`src/rtl/nand_seq_pkg.sv`:
```
// nand_seq_pkg: shared types and register map for the NAND command sequencer.
// Register addresses and status bit positions follow nand_avalon.
package nand_seq_pkg;

  typedef enum logic [7:0] {
    CMD_NOP             = 8'd0,
    CMD_RESET           = 8'd1,
    CMD_SYNC_RESET      = 8'd2,
    CMD_READ_ID         = 8'd3,
    CMD_READ_PARAM      = 8'd4,
    CMD_READ_STATUS     = 8'd5,
    CMD_READ_PAGE       = 8'd6,
    CMD_READ_PAGE_CACHE = 8'd7,
    CMD_READ_PAGE_END   = 8'd8,
    CMD_PROG_PAGE       = 8'd9,
    CMD_PROG_PAGE_CACHE = 8'd10,
    CMD_ERASE_BLOCK     = 8'd11,
    CMD_SET_FEATURE     = 8'd12,
    CMD_GET_FEATURE     = 8'd13,
    CMD_READ_BYTE       = 8'd14,
    CMD_WRITE_BYTE      = 8'd15,
    CMD_SET_COL         = 8'd16,
    CMD_LOAD_DATA       = 8'd17,
    CMD_SET_ADDR        = 8'd18,
    CMD_CHIP_ENABLE     = 8'd19,
    CMD_CHIP_DISABLE    = 8'd20,
    CMD_WP_ON           = 8'd21,
    CMD_WP_OFF          = 8'd22,
    CMD_READ_UNIQUE     = 8'd23
  } e_cmd;

  typedef enum logic [1:0] {
    OP_WRITE      = 2'd0,
    OP_WRITE_DATA = 2'd1,
    OP_READ       = 2'd2,
    OP_RSVD       = 2'd3
  } e_op;

  localparam logic [1:0] DATA_REG   = 2'd0;
  localparam logic [1:0] CMD_REG    = 2'd1;
  localparam logic [1:0] STATUS_REG = 2'd2;

  localparam int ST_FAIL = 0;
  localparam int ST_RDY  = 1;

  function automatic logic st_ready(input logic [31:0] st);
    return !st[ST_FAIL] && st[ST_RDY];
  endfunction

endpackage

```
`src/rtl/nand_cmd_sequencer_if.sv`:
```
// nand_cmd_sequencer_if: command queue, response and Avalon register bus.
// master = the sequencer side, slave = host front-end plus nand_avalon.
interface nand_cmd_sequencer_if #(
  parameter int DATA_W = 8,
  parameter int LEN_W  = 8
);
  logic              cmd_valid;
  logic              cmd_ready;
  logic [1:0]        cmd_op;
  logic [7:0]        cmd_code;
  logic [DATA_W-1:0] cmd_data;
  logic [LEN_W-1:0]  cmd_len;
  logic              rsp_valid;
  logic              rsp_ready;
  logic [DATA_W-1:0] rsp_data;
  logic              rsp_err;
  logic [1:0]        address;
  logic [31:0]       writedata;
  logic              pwrite;
  logic              pread;
  logic [31:0]       readdata;

  modport master (
    input  cmd_valid, cmd_op, cmd_code, cmd_data, cmd_len,
    input  rsp_ready, readdata,
    output cmd_ready, rsp_valid, rsp_data, rsp_err,
    output address, writedata, pwrite, pread
  );

  modport slave (
    output cmd_valid, cmd_op, cmd_code, cmd_data, cmd_len,
    output rsp_ready, readdata,
    input  cmd_ready, rsp_valid, rsp_data, rsp_err,
    input  address, writedata, pwrite, pread
  );
endinterface

```
`src/rtl/nand_seq_fifo.sv`:
```
// nand_seq_fifo: small synchronous command FIFO with wrap-bit pointers.
// A push while full is only issued by the parent together with a pop.
module nand_seq_fifo #(
  parameter int DEPTH = 4,
  parameter int W     = 8
)(
  input  logic         clk,
  input  logic         rst,
  input  logic         push,
  input  logic         pop,
  input  logic [W-1:0] din,
  output logic [W-1:0] dout,
  output logic         full,
  output logic         empty
);
  localparam int AW = $clog2(DEPTH);

  logic [W-1:0] mem [DEPTH];
  logic [AW:0]  wp;
  logic [AW:0]  rp;

  always_ff @(posedge clk or posedge rst) begin
    if (rst) begin
      wp <= '0;
      rp <= '0;
    end else begin
      if (push) wp <= wp + (AW+1)'(1);
      if (pop)  rp <= rp + (AW+1)'(1);
    end
  end

  always_ff @(posedge clk) begin
    if (push) mem[wp[AW-1:0]] <= din;
  end

  assign dout  = mem[rp[AW-1:0]];
  assign empty = (wp == rp);
  assign full  = (wp[AW] != rp[AW]) &&
                 (wp[AW-1:0] == rp[AW-1:0]);

endmodule

```
`src/rtl/nand_cmd_sequencer.sv`:
```
// nand_cmd_sequencer: Avalon master sequencing queued NAND commands
// through nand_avalon's DATA/CMD/STATUS registers.
module nand_cmd_sequencer #(
  parameter int FIFO_DEPTH   = 4,
  parameter int DATA_W       = 8,
  parameter int LEN_W        = 8,
  parameter int POLL_TIMEOUT = 65535
)(
  input  logic                 clk,
  input  logic                 rst,
  nand_cmd_sequencer_if.master sif,
  output logic                 init_done,
  output logic                 busy,
  output logic [7:0]           err_count
);
  import nand_seq_pkg::*;

  localparam int FW = 2 + 8 + DATA_W + LEN_W;
  localparam int PW = $clog2(POLL_TIMEOUT + 1);

  localparam logic [3:0] S_INIT_LO  = 4'd0;
  localparam logic [3:0] S_INIT_RDY = 4'd1;
  localparam logic [3:0] S_IDLE     = 4'd2;
  localparam logic [3:0] S_WR_DATA  = 4'd3;
  localparam logic [3:0] S_WR_CMD   = 4'd4;
  localparam logic [3:0] S_POLL     = 4'd5;
  localparam logic [3:0] S_RD       = 4'd6;
  localparam logic [3:0] S_RESP     = 4'd7;
  localparam logic [3:0] S_NEXT     = 4'd8;

  logic [3:0]        state;
  logic              ph;
  logic              aborted;
  logic              err_q;
  logic [PW-1:0]     pcnt;
  logic [LEN_W-1:0]  rep;
  e_op               op;
  logic [7:0]        code;
  logic [DATA_W-1:0] data;
  logic [DATA_W-1:0] rsp_q;

  logic [FW-1:0]     f_din;
  logic [FW-1:0]     f_dout;
  logic              f_full;
  logic              f_empty;
  logic              push;
  logic              pop;
  logic [1:0]        h_op;
  logic [7:0]        h_code;
  logic [DATA_W-1:0] h_data;
  logic [LEN_W-1:0]  h_len;

  logic              poll_st;
  logic              st_rdy;
  logic              poll_last;
  logic              unused_rd;

  assign pop  = (state == S_IDLE) && !f_empty;
  assign push = sif.cmd_valid && sif.cmd_ready;

  // A full queue still accepts when the head leaves this cycle.
  assign sif.cmd_ready = init_done && (!f_full || pop);

  assign f_din = {sif.cmd_op, sif.cmd_code,
                  sif.cmd_data, sif.cmd_len};
  assign {h_op, h_code, h_data, h_len} = f_dout;

  nand_seq_fifo #(
    .DEPTH (FIFO_DEPTH),
    .W     (FW)
  ) u_fifo (
    .clk   (clk),
    .rst   (rst),
    .push  (push),
    .pop   (pop),
    .din   (f_din),
    .dout  (f_dout),
    .full  (f_full),
    .empty (f_empty)
  );

  assign poll_st = (state == S_INIT_LO) ||
                   (state == S_INIT_RDY) ||
                   (state == S_POLL);
  assign st_rdy    = st_ready(sif.readdata);
  assign poll_last = (pcnt == PW'(POLL_TIMEOUT - 1));
  assign unused_rd = ^sif.readdata;

  always_comb begin
    sif.pwrite    = 1'b0;
    sif.pread     = 1'b0;
    sif.address   = '0;
    sif.writedata = '0;
    unique case (1'b1)
      (state == S_WR_DATA): begin
        sif.pwrite    = 1'b1;
        sif.address   = DATA_REG;
        sif.writedata = 32'(data);
      end
      (state == S_WR_CMD): begin
        sif.pwrite    = 1'b1;
        sif.address   = CMD_REG;
        sif.writedata = {24'b0, code};
      end
      (state == S_RD): begin
        sif.pread   = 1'b1;
        sif.address = DATA_REG;
      end
      (poll_st && ph): begin
        sif.pread   = 1'b1;
        sif.address = STATUS_REG;
      end
      default: ;
    endcase
  end

  assign sif.rsp_valid = (state == S_RESP);
  assign sif.rsp_data  = rsp_q;
  assign sif.rsp_err   = err_q;
  assign busy = init_done && ((state != S_IDLE) || !f_empty);

  always_ff @(posedge clk or posedge rst) begin
    if (rst) begin
      state     <= S_INIT_LO;
      ph        <= 1'b0;
      aborted   <= 1'b0;
      err_q     <= 1'b0;
      pcnt      <= '0;
      rep       <= '0;
      op        <= OP_WRITE;
      code      <= '0;
      data      <= '0;
      rsp_q     <= '0;
      init_done <= 1'b0;
      err_count <= '0;
    end else begin
      unique case (state)
        S_INIT_LO: begin
          ph <= ~ph;
          if (ph && !sif.readdata[ST_RDY])
            state <= S_INIT_RDY;
        end
        S_INIT_RDY: begin
          ph <= ~ph;
          if (ph && st_rdy) begin
            state     <= S_IDLE;
            init_done <= 1'b1;
          end
        end
        S_IDLE: begin
          if (!f_empty) begin
            op      <= e_op'(h_op);
            code    <= h_code;
            data    <= h_data;
            aborted <= 1'b0;
            rep     <= (h_len == '0) ? LEN_W'(1) : h_len;
            if (h_op == OP_RSVD)
              state <= S_IDLE;
            else if (h_op == OP_WRITE_DATA)
              state <= S_WR_DATA;
            else
              state <= S_WR_CMD;
          end
        end
        S_WR_DATA: state <= S_WR_CMD;
        S_WR_CMD: begin
          state <= S_POLL;
          ph    <= 1'b1;
          pcnt  <= '0;
        end
        S_POLL: begin
          ph <= ~ph;
          if (ph) begin
            pcnt <= pcnt + PW'(1);
            if (st_rdy) begin
              state <= (op == OP_READ) ? S_RD : S_NEXT;
            end else if (poll_last) begin
              // Timeout: report once, drop remaining repetitions.
              rsp_q   <= '0;
              err_q   <= 1'b1;
              aborted <= 1'b1;
              state   <= S_RESP;
              if (err_count != 8'hFF)
                err_count <= err_count + 8'd1;
            end
          end
        end
        S_RD: begin
          rsp_q <= sif.readdata[DATA_W-1:0];
          err_q <= 1'b0;
          state <= S_RESP;
        end
        S_RESP: begin
          if (sif.rsp_ready)
            state <= aborted ? S_IDLE : S_NEXT;
        end
        S_NEXT: begin
          rep <= rep - LEN_W'(1);
          if (rep == LEN_W'(1))
            state <= S_IDLE;
          else if (op == OP_WRITE_DATA)
            state <= S_WR_DATA;
          else
            state <= S_WR_CMD;
        end
        default: state <= S_IDLE;
      endcase
    end
  end

endmodule

```
`src/flat_wrapper.sv`:
```
// flat-port wrapper written by rule: the top's interface ports become plain ports
module nand_cmd_sequencer_flat import nand_seq_pkg::*;
#(
  parameter int FIFO_DEPTH   = 4,
  parameter int DATA_W       = 8,
  parameter int LEN_W        = 8,
  parameter int POLL_TIMEOUT = 65535
)
  (clk, rst, init_done, busy, err_count, sif_cmd_valid, sif_cmd_op, sif_cmd_code, sif_cmd_data, sif_cmd_len, sif_rsp_ready, sif_readdata, sif_cmd_ready, sif_rsp_valid, sif_rsp_data, sif_rsp_err, sif_address, sif_writedata, sif_pwrite, sif_pread);
  nand_cmd_sequencer_if #(.DATA_W(DATA_W), .LEN_W(LEN_W)) sif_i ();
  input  logic clk;
  input  logic rst;
  output logic init_done;
  output logic busy;
  output logic [7:0] err_count;
  input wire logic [$bits(sif_i.cmd_valid)-1:0] sif_cmd_valid;
  input wire logic [$bits(sif_i.cmd_op)-1:0] sif_cmd_op;
  input wire logic [$bits(sif_i.cmd_code)-1:0] sif_cmd_code;
  input wire logic [$bits(sif_i.cmd_data)-1:0] sif_cmd_data;
  input wire logic [$bits(sif_i.cmd_len)-1:0] sif_cmd_len;
  input wire logic [$bits(sif_i.rsp_ready)-1:0] sif_rsp_ready;
  input wire logic [$bits(sif_i.readdata)-1:0] sif_readdata;
  output wire logic [$bits(sif_i.cmd_ready)-1:0] sif_cmd_ready;
  output wire logic [$bits(sif_i.rsp_valid)-1:0] sif_rsp_valid;
  output wire logic [$bits(sif_i.rsp_data)-1:0] sif_rsp_data;
  output wire logic [$bits(sif_i.rsp_err)-1:0] sif_rsp_err;
  output wire logic [$bits(sif_i.address)-1:0] sif_address;
  output wire logic [$bits(sif_i.writedata)-1:0] sif_writedata;
  output wire logic [$bits(sif_i.pwrite)-1:0] sif_pwrite;
  output wire logic [$bits(sif_i.pread)-1:0] sif_pread;
  assign sif_i.cmd_valid = sif_cmd_valid;
  assign sif_i.cmd_op = sif_cmd_op;
  assign sif_i.cmd_code = sif_cmd_code;
  assign sif_i.cmd_data = sif_cmd_data;
  assign sif_i.cmd_len = sif_cmd_len;
  assign sif_i.rsp_ready = sif_rsp_ready;
  assign sif_i.readdata = sif_readdata;
  assign sif_cmd_ready = sif_i.cmd_ready;
  assign sif_rsp_valid = sif_i.rsp_valid;
  assign sif_rsp_data = sif_i.rsp_data;
  assign sif_rsp_err = sif_i.rsp_err;
  assign sif_address = sif_i.address;
  assign sif_writedata = sif_i.writedata;
  assign sif_pwrite = sif_i.pwrite;
  assign sif_pread = sif_i.pread;
  nand_cmd_sequencer #(.FIFO_DEPTH(FIFO_DEPTH), .DATA_W(DATA_W), .LEN_W(LEN_W), .POLL_TIMEOUT(POLL_TIMEOUT)) u_core (.clk(clk), .rst(rst), .sif(sif_i), .init_done(init_done), .busy(busy), .err_count(err_count));
endmodule
```
`config.mk`:
```
export PLATFORM = sky130hd
export DESIGN_NAME = nand_cmd_sequencer_flat
export DESIGN_NICKNAME = d
export VERILOG_FILES = /design/src/rtl/nand_seq_pkg.sv /design/src/rtl/nand_cmd_sequencer_if.sv /design/src/rtl/nand_seq_fifo.sv /design/src/rtl/nand_cmd_sequencer.sv /design/src/flat_wrapper.sv
export SDC_FILE = /design/constraint.sdc
export NUM_CORES = 1
export LEC_CHECK = 0
export CORE_MARGIN = 2
export CORE_UTILIZATION = 54
export CTS_CLUSTER_DIAMETER = 40
export DETAILED_ROUTE_END_ITERATION = 7
export PLACE_DENSITY = 0.8
export RECOVER_POWER = 100
export SYNTH_ARGS = -nofsm -noshare
export SYNTH_HDL_FRONTEND = slang
export SYNTH_HIERARCHICAL = 1
export SYNTH_SLANG_ARGS = --single-unit
```
`constraint.sdc`:
```
create_clock -name clk -period 2.9 [get_ports clk]
set_input_delay 0.725 -clock clk [delete_from_list [all_inputs] [get_ports clk]]
set_output_delay 0.725 -clock clk [all_outputs]
set_load 0.005 [all_outputs]
```
### Yosys cells after proc, flatten, opt, wreduce, memory -nomap -nowiden

Memory sizes are Yosys's and may differ from the RTL's.
Cells that the tools add are included.

* equal/unequal tests: 27
* reductions and logical operators: 35
* bitwise operators: 3
* add/sub/neg operators: 5
* multiplexer cells: 36

Operator list (count)
* one-hot mux 8 bit (2 select lines): 3
* 2-to-1 mux 4 bit: 11
* 2-to-1 mux 8 bit: 5
* one-hot mux 4 bit (9 select lines): 1
* one-hot mux 16 bit (2 select lines): 1
* adder 16 x 1 -> 16 bit (second input constant): 1
* == test 16 bit (second input constant): 1
* == test 4 x 3 -> 1 bit (second input constant): 4
* 2-to-1 mux 16 bit: 1
* != test 2 bit (second input constant): 5
* AND reduction 5 bit: 2
* nonzero test 2 bit: 5
* logical AND 1 bit: 9
* adder 8 x 1 -> 8 bit (second input constant): 1
* == test 4 x 2 -> 1 bit (second input constant): 2
* == test 8 x 1 -> 1 bit (second input constant): 1
* logical NOT 8 bit: 1
* 2-to-1 mux 1 bit: 8
* != test 8 bit (second input constant): 1
* AND reduction 2 bit: 4
* subtractor 8 x 1 -> 8 bit (second input constant): 1
* adder 3 x 1 -> 3 bit (second input constant): 2
* 2-to-1 mux 3 bit: 2
* one-hot mux 1 bit (2 select lines): 3
* 19 further kinds: 31

* RAM bits: 104
* memories: 1
* bits of input ports: 62
* register bits after elaboration: 72
* output and inout bits: 57
* word-level logic and storage cells: 121

Memories
* u_core.u_fifo.mem: words 4, bits a word 26, read ports 1, clocked after memory_dff 0, write ports 1, line nand_seq_fifo.sv:18 `logic [W-1:0] mem [DEPTH];`

### Logic depth before layout (Yosys ltp)

Gate-level depths: netlist of the first run.

* depth in word-level cells: 8
* depth in mapped cells: 10

### Modules after synthesis

The synthesis of the first run kept the hierarchy.

By module, submodules not included
* nand_seq_fifo: cells an instance 167, seq. area each 3273.1 µm², area an instance 4151.5 µm², times used 1
* nand_cmd_sequencer: cells an instance 401, seq. area each 1651.6 µm², area an instance 3629.7 µm², times used 1

### Worst setup path before layout of the first run

Ideal clock, no wire load.

* path type: reg-to-reg
* from: register u_core.state[3]
* to: memory u_core/u_fifo/mem[3][0] in the netlist's numbering, enable pin
* slack: 0.086 ns
* arrival time: 2.428 ns
* setup time: 0.387 ns
* cell stages (with the launch flop): 7
* clock period less this slack: 2.814 ns
* cells stage by stage: dfrtp_1 -> buf_1 -> nor4b_1 -> nand2_1 -> a21boi_0 -> and2_1 -> and2_1

* longest elaborated chain between the ends: 7

RTL lines
* start, declared: line nand_cmd_sequencer.sv:31 `logic [3:0] state;`
* start signal, assigned: line nand_cmd_sequencer.sv:176 `state <= (op == OP_READ) ? S_RD : S_NEXT;`
* start signal, assigned: line nand_cmd_sequencer.sv:195 `state <= aborted ? S_IDLE : S_NEXT;`
* == test 4 x 2 -> 1 bit: line nand_cmd_sequencer.sv:58 `assign pop = (state == S_IDLE) && !f_empty;`
* logical AND 1 bit: line nand_cmd_sequencer.sv:58
* logical OR 1 bit: line nand_cmd_sequencer.sv:62 `assign sif.cmd_ready = init_done && (!f_full || pop);`
* logical AND 1 bit: line nand_cmd_sequencer.sv:62
* named net sif_cmd_ready: line flat_wrapper.sv:23 `output wire logic [$bits(sif_i.cmd_ready)-1:0] sif_cmd_ready;`
* logical AND 1 bit: line nand_cmd_sequencer.sv:59 `assign push = sif.cmd_valid && sif.cmd_ready;`
* named net u_core.push: line nand_cmd_sequencer.sv:46 `logic push;`
* 2-to-1 mux 1 bit: line nand_seq_fifo.sv:33 `if (push) mem[wp[AW-1:0]] <= din;`
* 2-to-1 mux 1 bit (implied by the code): line nand_seq_fifo.sv:33
* end, declared: line nand_seq_fifo.sv:18

The timed path passes the listed nets, and every way through them passes these cells.

### Worst setup path after layout of the first run

* from: register u_core.state[2]
* to: output port sif_writedata[7]

* longest elaborated chain between the ends: 2
* elaborated cells on any way between the ends: 3

RTL lines
* == test 4 x 3 -> 1 bit or == test 4 x 2 -> 1 bit (tied branches): line nand_cmd_sequencer.sv:100, nand_cmd_sequencer.sv:95
* one-hot mux 8 bit (2 select lines) *: line nand_cmd_sequencer.sv:94 `unique case (1'b1)`
* end, declared: line flat_wrapper.sv:28 `output wire logic [$bits(sif_i.writedata)-1:0] sif_writedata;`

Every way passes the cells marked *; elsewhere a longest branch is shown, timed or not.

==> summary.md, run 1 <==
| Metric | Value |
|---|---|
| TritonCTS Sinks | 176 |
| Via count | 4,925 |
| Setup violators final | 0 |
| Core Area | 0.01399 mm² |
| Max FO, Critical Path | 23 |
| Final count of pins violating max slew | 0 |
| DIE HEIGHT | 124.0 µm |
| Status | complete, no violations |
| Most used flip-flop cell after synthesis | edfxtp_1 |
| Cts hold-fix bufs | 0 |
| Worst-path clk slew | 0.07 ns |
| Number of DRC markers in iteration 0 | 427 |
| Slew HR | 25.37% |
| Post-synthesis mux area share | 8.442% |
| Leak | 0.003791 µW |
| Worst hold slack | 0.5005 ns |
| Syn Inst Count | 568 |
| Area growth, synth to finish | 20.47% |
| Dpl cell area | 0.008708 mm² |
| Commonest non-fill, non-tap cell in the layout | edfxtp_1 |
| Clock Path Buffers | 2 |
| Synth warn | 6 |
| Die footprint | 0.01539 mm² |
| Htree depth | 4 |
| Fmax | 345.8 MHz |
| Storage cell area | 0.004926 mm² |
| Nets | 728 |
| Layout cells sized above 1 | 13.90% |
| Multi-input gate area | 0.002585 mm² |
| Fraction of the mapped netlist area in simple logic gates | 12.83% |
| Most frequent cells in the layout | 104 x edfxtp_1, 72 x nand2_1, 71 x dfrtp_1 |
| Worst EP required | 2.17 ns |
| DRT antenna net count | 0 |
| Crit path time final | 2.892 ns |
| CTS Buf Count | 17 |
| Max Cap Viol | 0 |
| Hpwl dp | 9880 µm |
| Gr usage total | 22.70% |
| Tcrit/Tclk final | 99.72% |
| Hold Crit Depth | 1 |
| Clk_skew | 0.01069 ns |
| Drt first pass iters | 5 |
| Classification of the worst-slack hold path | flip-flop to flip-flop |
| Adder-Cell Fraction of Synth Area | 1.608% |
| Routed len/inst | 19.12 µm |
| FF+latch count, synth | 176 |
| Power per cell area | 963.8 mW/mm² |
| EDFF count, synth | 104 |
| Synth Area in XOR/XNOR | 3.039% |
| Worst Slack Setup Final | 0.008202 ns |
| Routed WL | 16,260 µm |
| Placer congestion estimate | 0.8759 |
| Number of global-route vias before repair | 5,006 |
| Die W | 124.0 µm |
| Starting density of the core | 55.63% |
| Total grt overflow | 0 |
| I/O Buffers | 70 |
| Avg Synthesized Cell Area | 13.70 µm² |
| Row cnt | 43 |
| Final hold vios | 0 |
| Synthesized cell area | 0.007781 mm² |
| Post-Route Setup TNS | 0 ns |
| Critical path type | flip-flop to output pin |
| Largest net degree at the start of global routing | 51 |
| CTS tree | yes |
| Worst Tran Pin Value | 1.119 ns |
| Root Buffer | clkbuf_16 |
| Layout Cells excl Fill | 850 |
| First-pass GRT wire length | 25,970 µm |
| Pre-CTS WS | 0.3340 ns |
| Fill count | 971 |
| Vias per cell | 5.794 |
| Synth unique cells | 64 |
| Setup crit end kind | output pin |
| Num ports | 119 |
| WP data arrival | 2.17 ns |
| Seq/Total Area, Yosys | 63.29% |
| Ys async rst share | 40.91% |
| Peak supply drop | 0.5816 mV |
| Initial antenna violation count | 1 |
| Critical Path Start Type | flip-flop |
| Synth Area in Compound Gates | 5.885% |
| Placed cells | 816 |
| Unrepaired setup endpoints after global routing | yes |
| Remaining DRCs | 0 |
| Cell area after layout | 0.009374 mm² |
| Insertion delay to the later sink of the worst-skew pair | 0.42 ns |
| Largest family of logic cells by synthesized area | simple AND/OR/NAND/NOR gates |
| R2R cell count | 9 |
[kinds of logic (layout without fill, tap and decap cells)]
kind of cell / Yosys count / in the layout
xor gates and xnor gates: 27 / 27
buffers and inverters: 63 / 141
other: 1 / 25
DFF: 176 / 176
adders and majority gates: 10 / 10
and+or+nand+nor: 198 / 198
AOI/OAI and AO/OA: 64 / 64
muxes: 29 / 29
[flip-flops by register name, indices dropped and copies added, names as in the netlist]
signal	cells
u_core/u_fifo/mem	104
u_core/pcnt	16
u_core/code	8
u_core/data	8
u_core/err_count	8
u_core/rep	8
u_core/sif.rsp_data	8
u_core/state	4
u_core/u_fifo/rp	3
u_core/u_fifo/wp	3
u_core/op	2
u_core/aborted	1
u_core/init_done	1
u_core/ph	1
u_core/sif.rsp_err	1
[metrics by stage]
stage          power (µW)  util (%)
2_1_floorplan        5551         -
3_3_place_gp         6473     62.25
3_5_place_dp         6623     62.25
4_1_cts              9045     66.76
5_1_grt              9481     66.99
6_report             9034     67.01
[layout make-up]
| cell class | instances | area share [%] |
|---|---|---|
| Antenna cell | 1 | 0.02670 |
| Clock inverter | 14 | 1.922 |
| Tap cell | 180 | 2.403 |
| Clock buffer | 18 | 4.578 |
| Sequential cell | 176 | 52.55 |
| Multi-Input combinational cell | 352 | 27.58 |
| Inverter | 16 | 0.6407 |
| Timing Repair Buffer | 93 | 10.30 |
[worst max-delay path: stages, from the launching register on]
cell and delay [ns]:
dfrtp_1 0.40, buf_12 0.18, nand2_4 0.08, nor3_4 0.17
buf_6 0.19, a22o_1 0.20, clkdlybuf4s50_1 0.51
[Yosys cell counts, types with 9 or more instances]
cell | n | share of area (%)
buf_2 | 9 | 0.58
ha_1 | 10 | 1.6
and2_1 | 9 | 0.72
dfrtp_1 | 72 | 23
clkbuf_1 | 9 | 0.43
buf_4 | 24 | 2.3
mux4_2 | 18 | 5.2
inv_1 | 16 | 0.77
xor2_1 | 14 | 1.6
a21oi_1 | 13 | 0.84
nand4_1 | 9 | 0.72
nand3_1 | 15 | 0.96
o21ai_0 | 10 | 0.64
xnor2_1 | 13 | 1.5
edfxtp_1 | 104 | 40
nand2_1 | 74 | 3.6
nor2_1 | 41 | 2.0
a22o_1 | 16 | 1.8
[routing by layer]
metal | GRT usage [%] | part of all wire, % | vias up
met4 | 8.146 | 1.5 | 0
met3 | 4.304 | 5.0 | 20
met5 | 0 | 0 | -
li1 | - | - | 2219
met2 | 40.06 | 54 | 193
met1 | 27.97 | 39 | 2493
[report_power, final]
part	internal [µW]	switching (µW)
logic	1420	1600
registers	3300	369
clock network	1370	969
total	6100	2940
[path summary, 6_finish.rpt]
kind | from | endpoint | slack (ns)
worst min-delay path | u_core/sif.rsp_data[1]$_DFFE_PP0P_ | u_core/sif.rsp_data[1]$_DFFE_PP0P_ | 0.50
worst max-delay path | u_core/state[2]$_DFFE_PP0P_ | sif_writedata[7] | 0.008
min in group asynchronous | rst | u_core/u_fifo/wp[1]$_DFFE_PP0P_ | 0.71
worst max register to register | u_core/u_fifo/wp[1]$_DFFE_PP0P_ | u_core/code[0]$_DFFE_PP0P_ | 0.33
max in group asynchronous | rst | u_core/sif.rsp_data[6]$_DFFE_PP0P_ | 0.45
worst min register to register | u_core/sif.rsp_data[1]$_DFFE_PP0P_ | u_core/sif.rsp_data[1]$_DFFE_PP0P_ | 0.50
[timing repair]
action	CTS	global route
setup endpoints to repair	10	11
pin swaps	0	1
gates resized for setup	4	22
buffers inserted	1	0
Power figures use the tool's default switching activity.
==> run 2, diff against run 1 <==
--- a/config.mk
+++ b/config.mk
@@ -6,10 +6,11 @@
 export NUM_CORES = 1
 export LEC_CHECK = 0
 export CORE_MARGIN = 2
-export CORE_UTILIZATION = 54
+export CORE_UTILIZATION = 45
 export CTS_CLUSTER_DIAMETER = 40
 export DETAILED_ROUTE_END_ITERATION = 7
-export PLACE_DENSITY = 0.8
+export GPL_TIMING_DRIVEN = 0
+export PLACE_DENSITY = 0.68
 export RECOVER_POWER = 100
 export SYNTH_ARGS = -nofsm -noshare
 export SYNTH_HDL_FRONTEND = slang
==> run 2 against run 1 <==
Clock-buffer cell count shrank 1. Hold slack worse by 0.015 ns. Cell area up 4.5%. First-iteration DRC count is 17% lower. Die area increased by 19%. Non-clock buffer count up 41. Setup slack improved by 0.066 ns. Total power rose by 3.5%. Sequential share of layout area is 2.3 points lower. Global-route usage is 4.1 points lower. Clock skew up 0.0037 ns. Flip-flop and latch count is the same.
==> summary.md, run 2 (synthesis gave the netlist of run 1 again) <==
| Metric | Value |
|---|---|
| Status | complete, no violations |
| Classification of the worst-slack hold path | flip-flop to flip-flop |
| Worst EP required | 2.17 ns (about the same) |
| Clock Path Buffers | 2 (unchanged) |
| Layout Cells excl Fill | 937 (+10%) |
| Hpwl dp | 10,590 µm (+7.2%) |
| Number of DRC markers in iteration 0 | 356 (-17%) |
| Largest net degree at the start of global routing | 41 (-20%) |
| Max FO, Critical Path | 10 (-57%) |
| Max Cap Viol | 0 (unchanged) |
| Placer congestion estimate | 0.8571 (-2.1%) |
| Fmax | 353.8 MHz (+2.3%) |
| Fill count | 1,366 (+41%) |
| Power per cell area | 954.2 mW/mm² (-1.0%) |
| Core Area | 0.01712 mm² (+22%) |
| Area growth, synth to finish | 25.90% |
| Dpl cell area | 0.008874 mm² (+1.9%) |
| Initial antenna violation count | 2 (+1) |
| Worst Tran Pin Value | 1.061 ns (-0.05856 ns) |
| Row cnt | 48 (+12%) |
| Comb power frac | 35.3% (+1.9 points) |
| Final hold vios | 0 (unchanged) |
| Worst-path clk slew | 0.07 ns (about the same) |
| Die W | 135.5 µm (+9.2%) |
| Cts hold-fix bufs | 0 (unchanged) |
| TritonCTS Sinks | 176 (unchanged) |
| CTS Buf Count | 17 (unchanged) |
| Most frequent cells in the layout | 104 x edfxtp_1, 71 x nand2_1, 70 x dfrtp_1 |
| DIE HEIGHT | 135.5 µm (+9.2%) |
| Die footprint | 0.01836 mm² (+19%) |
| Drt first pass iters | 4 (-1) |
| Gr usage total | 18.56% (-4.1 points) |
| Num ports | 119 (unchanged) |
| Crit path time final | 2.826 ns (-0.06568 ns) |
| Starting density of the core | 45.46% (-10 points) |
| Routed WL | 15,960 µm (-1.8%) |
| Pint | 6357 µW (+4.3%) |
| Slew HR | 29.20% (+3.8 points) |
| Setup violators final | 0 (unchanged) |
| Placed cells | 887 (+8.7%) |
| Max reg flops | 104 (unchanged) |
| Sequential share of power | 39.0% (-1.6 points) |
| Critical path type | flip-flop to output pin |
| Layout cells sized above 1 | 19.72% (+5.8 points) |
| Routed len/inst | 17.04 µm (-11%) |
| Nets | 769 (+5.6%) |
| I/O Buffers | 70 (unchanged) |
| Tot Pwr | 9348 µW (+3.5%) |
| Via count | 4,937 (+0.24%) |
| First-pass GRT wire length | 25,890 µm (-0.32%) |
| Commonest non-fill, non-tap cell in the layout | edfxtp_1 |
| Critical Path Start Type | flip-flop |
| Sw Pwr | 2991 µW (+1.8%) |
| Clock power frac | 25.7% (-0.2 points) |
| Insertion delay to the later sink of the worst-skew pair | 0.43 ns (about the same) |
| Vias per cell | 5.269 (-9.1%) |
| WP data arrival | 2.10 ns (-0.07 ns) |
| DRT antenna net count | 0 (unchanged) |
| Cell area after layout | 0.009797 mm² (+4.5%) |
| Sw Ratio | 32.00% (-0.52 points) |
| Clk_skew | 0.01444 ns (+0.003746 ns) |
| Number of global-route vias before repair | 4,956 (-1.0%) |
| Root Buffer | clkbuf_16 |
| Peak supply drop | 0.5148 mV (-11%) |
| Htree depth | 4 (unchanged) |
| CTS tree | yes |
| Tcrit/Tclk final | 97.45% (-2.3 points) |
| Total grt overflow | 0 (unchanged) |
| Remaining DRCs | 0 (unchanged) |
| Setup crit end kind | output pin |
| Final count of pins violating max slew | 0 (unchanged) |
| Leak | 0.003945 µW (+4.1%) |
run 2: power by group through the flow:
stage	registers (µW)	clock network (µW)	logic (µW)
6_report	3640	2400	3300
5_1_grt	3700	2580	3600
4_1_cts	3640	2470	3270
3_5_place_dp	3680	0	2950
3_3_place_gp	3660	0	2880
2_1_floorplan	3580	0	1970
run 2: final timing paths:
| kind | endpoint | slack, ns | startpoint | depth (start not counted) |
|---|---|---|---|---|
| worst max-delay path | sif_pread | 0.07 | u_core/state[0]$_DFFE_PP0P_ | 6 |
| worst min-delay path | u_core/data[0]$_DFFE_PP0P_ | 0.49 | u_core/data[0]$_DFFE_PP0P_ | 2 |
| worst max register to register | u_core/u_fifo/mem[3][0]$_DFFE_PP_ | 0.35 | u_core/u_fifo/rp[0]$_DFFE_PP0P_ | 10 |
| worst min register to register | u_core/data[0]$_DFFE_PP0P_ | 0.49 | u_core/data[0]$_DFFE_PP0P_ | 2 |
| max in group asynchronous | u_core/state[1]$_DFFE_PP0P_ | 1.09 | rst | 3 |
| min in group asynchronous | u_core/u_fifo/wp[0]$_DFFE_PP0P_ | 0.69 | rst | 2 |
run 2: final cells by class:
cell class                 count  area [µm²]  area share [%]
tap                          225       281.5           2.874
sequential                   176        4927           50.29
multi-input combinational    352        2656           27.11
clock inverter                15       206.4           2.107
antenna                        2       5.005         0.05109
buffer                        46       370.4           3.780
inverter                      16       60.06          0.6130
clock buffer                  17       425.4           4.342
timing repair buffer          88       864.6           8.825
run 2: worst max-delay path, stage by stage, from the launching register on:
cell             delay, ns
dfrtp_1               0.40
buf_6                 0.13
clkbuf_8              0.15
nor3b_2               0.23
buf_6                 0.17
nand2b_1              0.11
clkdlybuf4s50_1       0.50
run 2: stage by stage:
step	util [%]	hold WS [ns]	setup TNS [ns]	worst slack (ns)
detailed placement	51.84	0.4708	-74.82	-1.054
global route	57.24	0.5175	-0.02340	-0.02340
finish	57.24	0.4853	0	0.07388
floorplan	-	0.4461	0	0.08581
CTS	57.02	0.4855	-0.03323	-0.03323
global placement	51.70	0.4688	-151.43	-1.055
run 2: routing by layer:
metal	part of all wire, %	vias up	GRT usage (%)	wire length, µm
li1	-	2313	-	-
met3	5.9	26	4.527	939
met2	51	173	30.82	8070
met5	0	-	0	0
met1	42	2425	24.25	6766
met4	1.2	0	5.961	186
run 2: timing repair:
item                                    4_1_cts  5_1_grt
pin swaps                                     5        1
resized for setup                            51       12
buffers inserted                             14        2
gates cloned                                  1        0
endpoints found under the setup margin      120      103
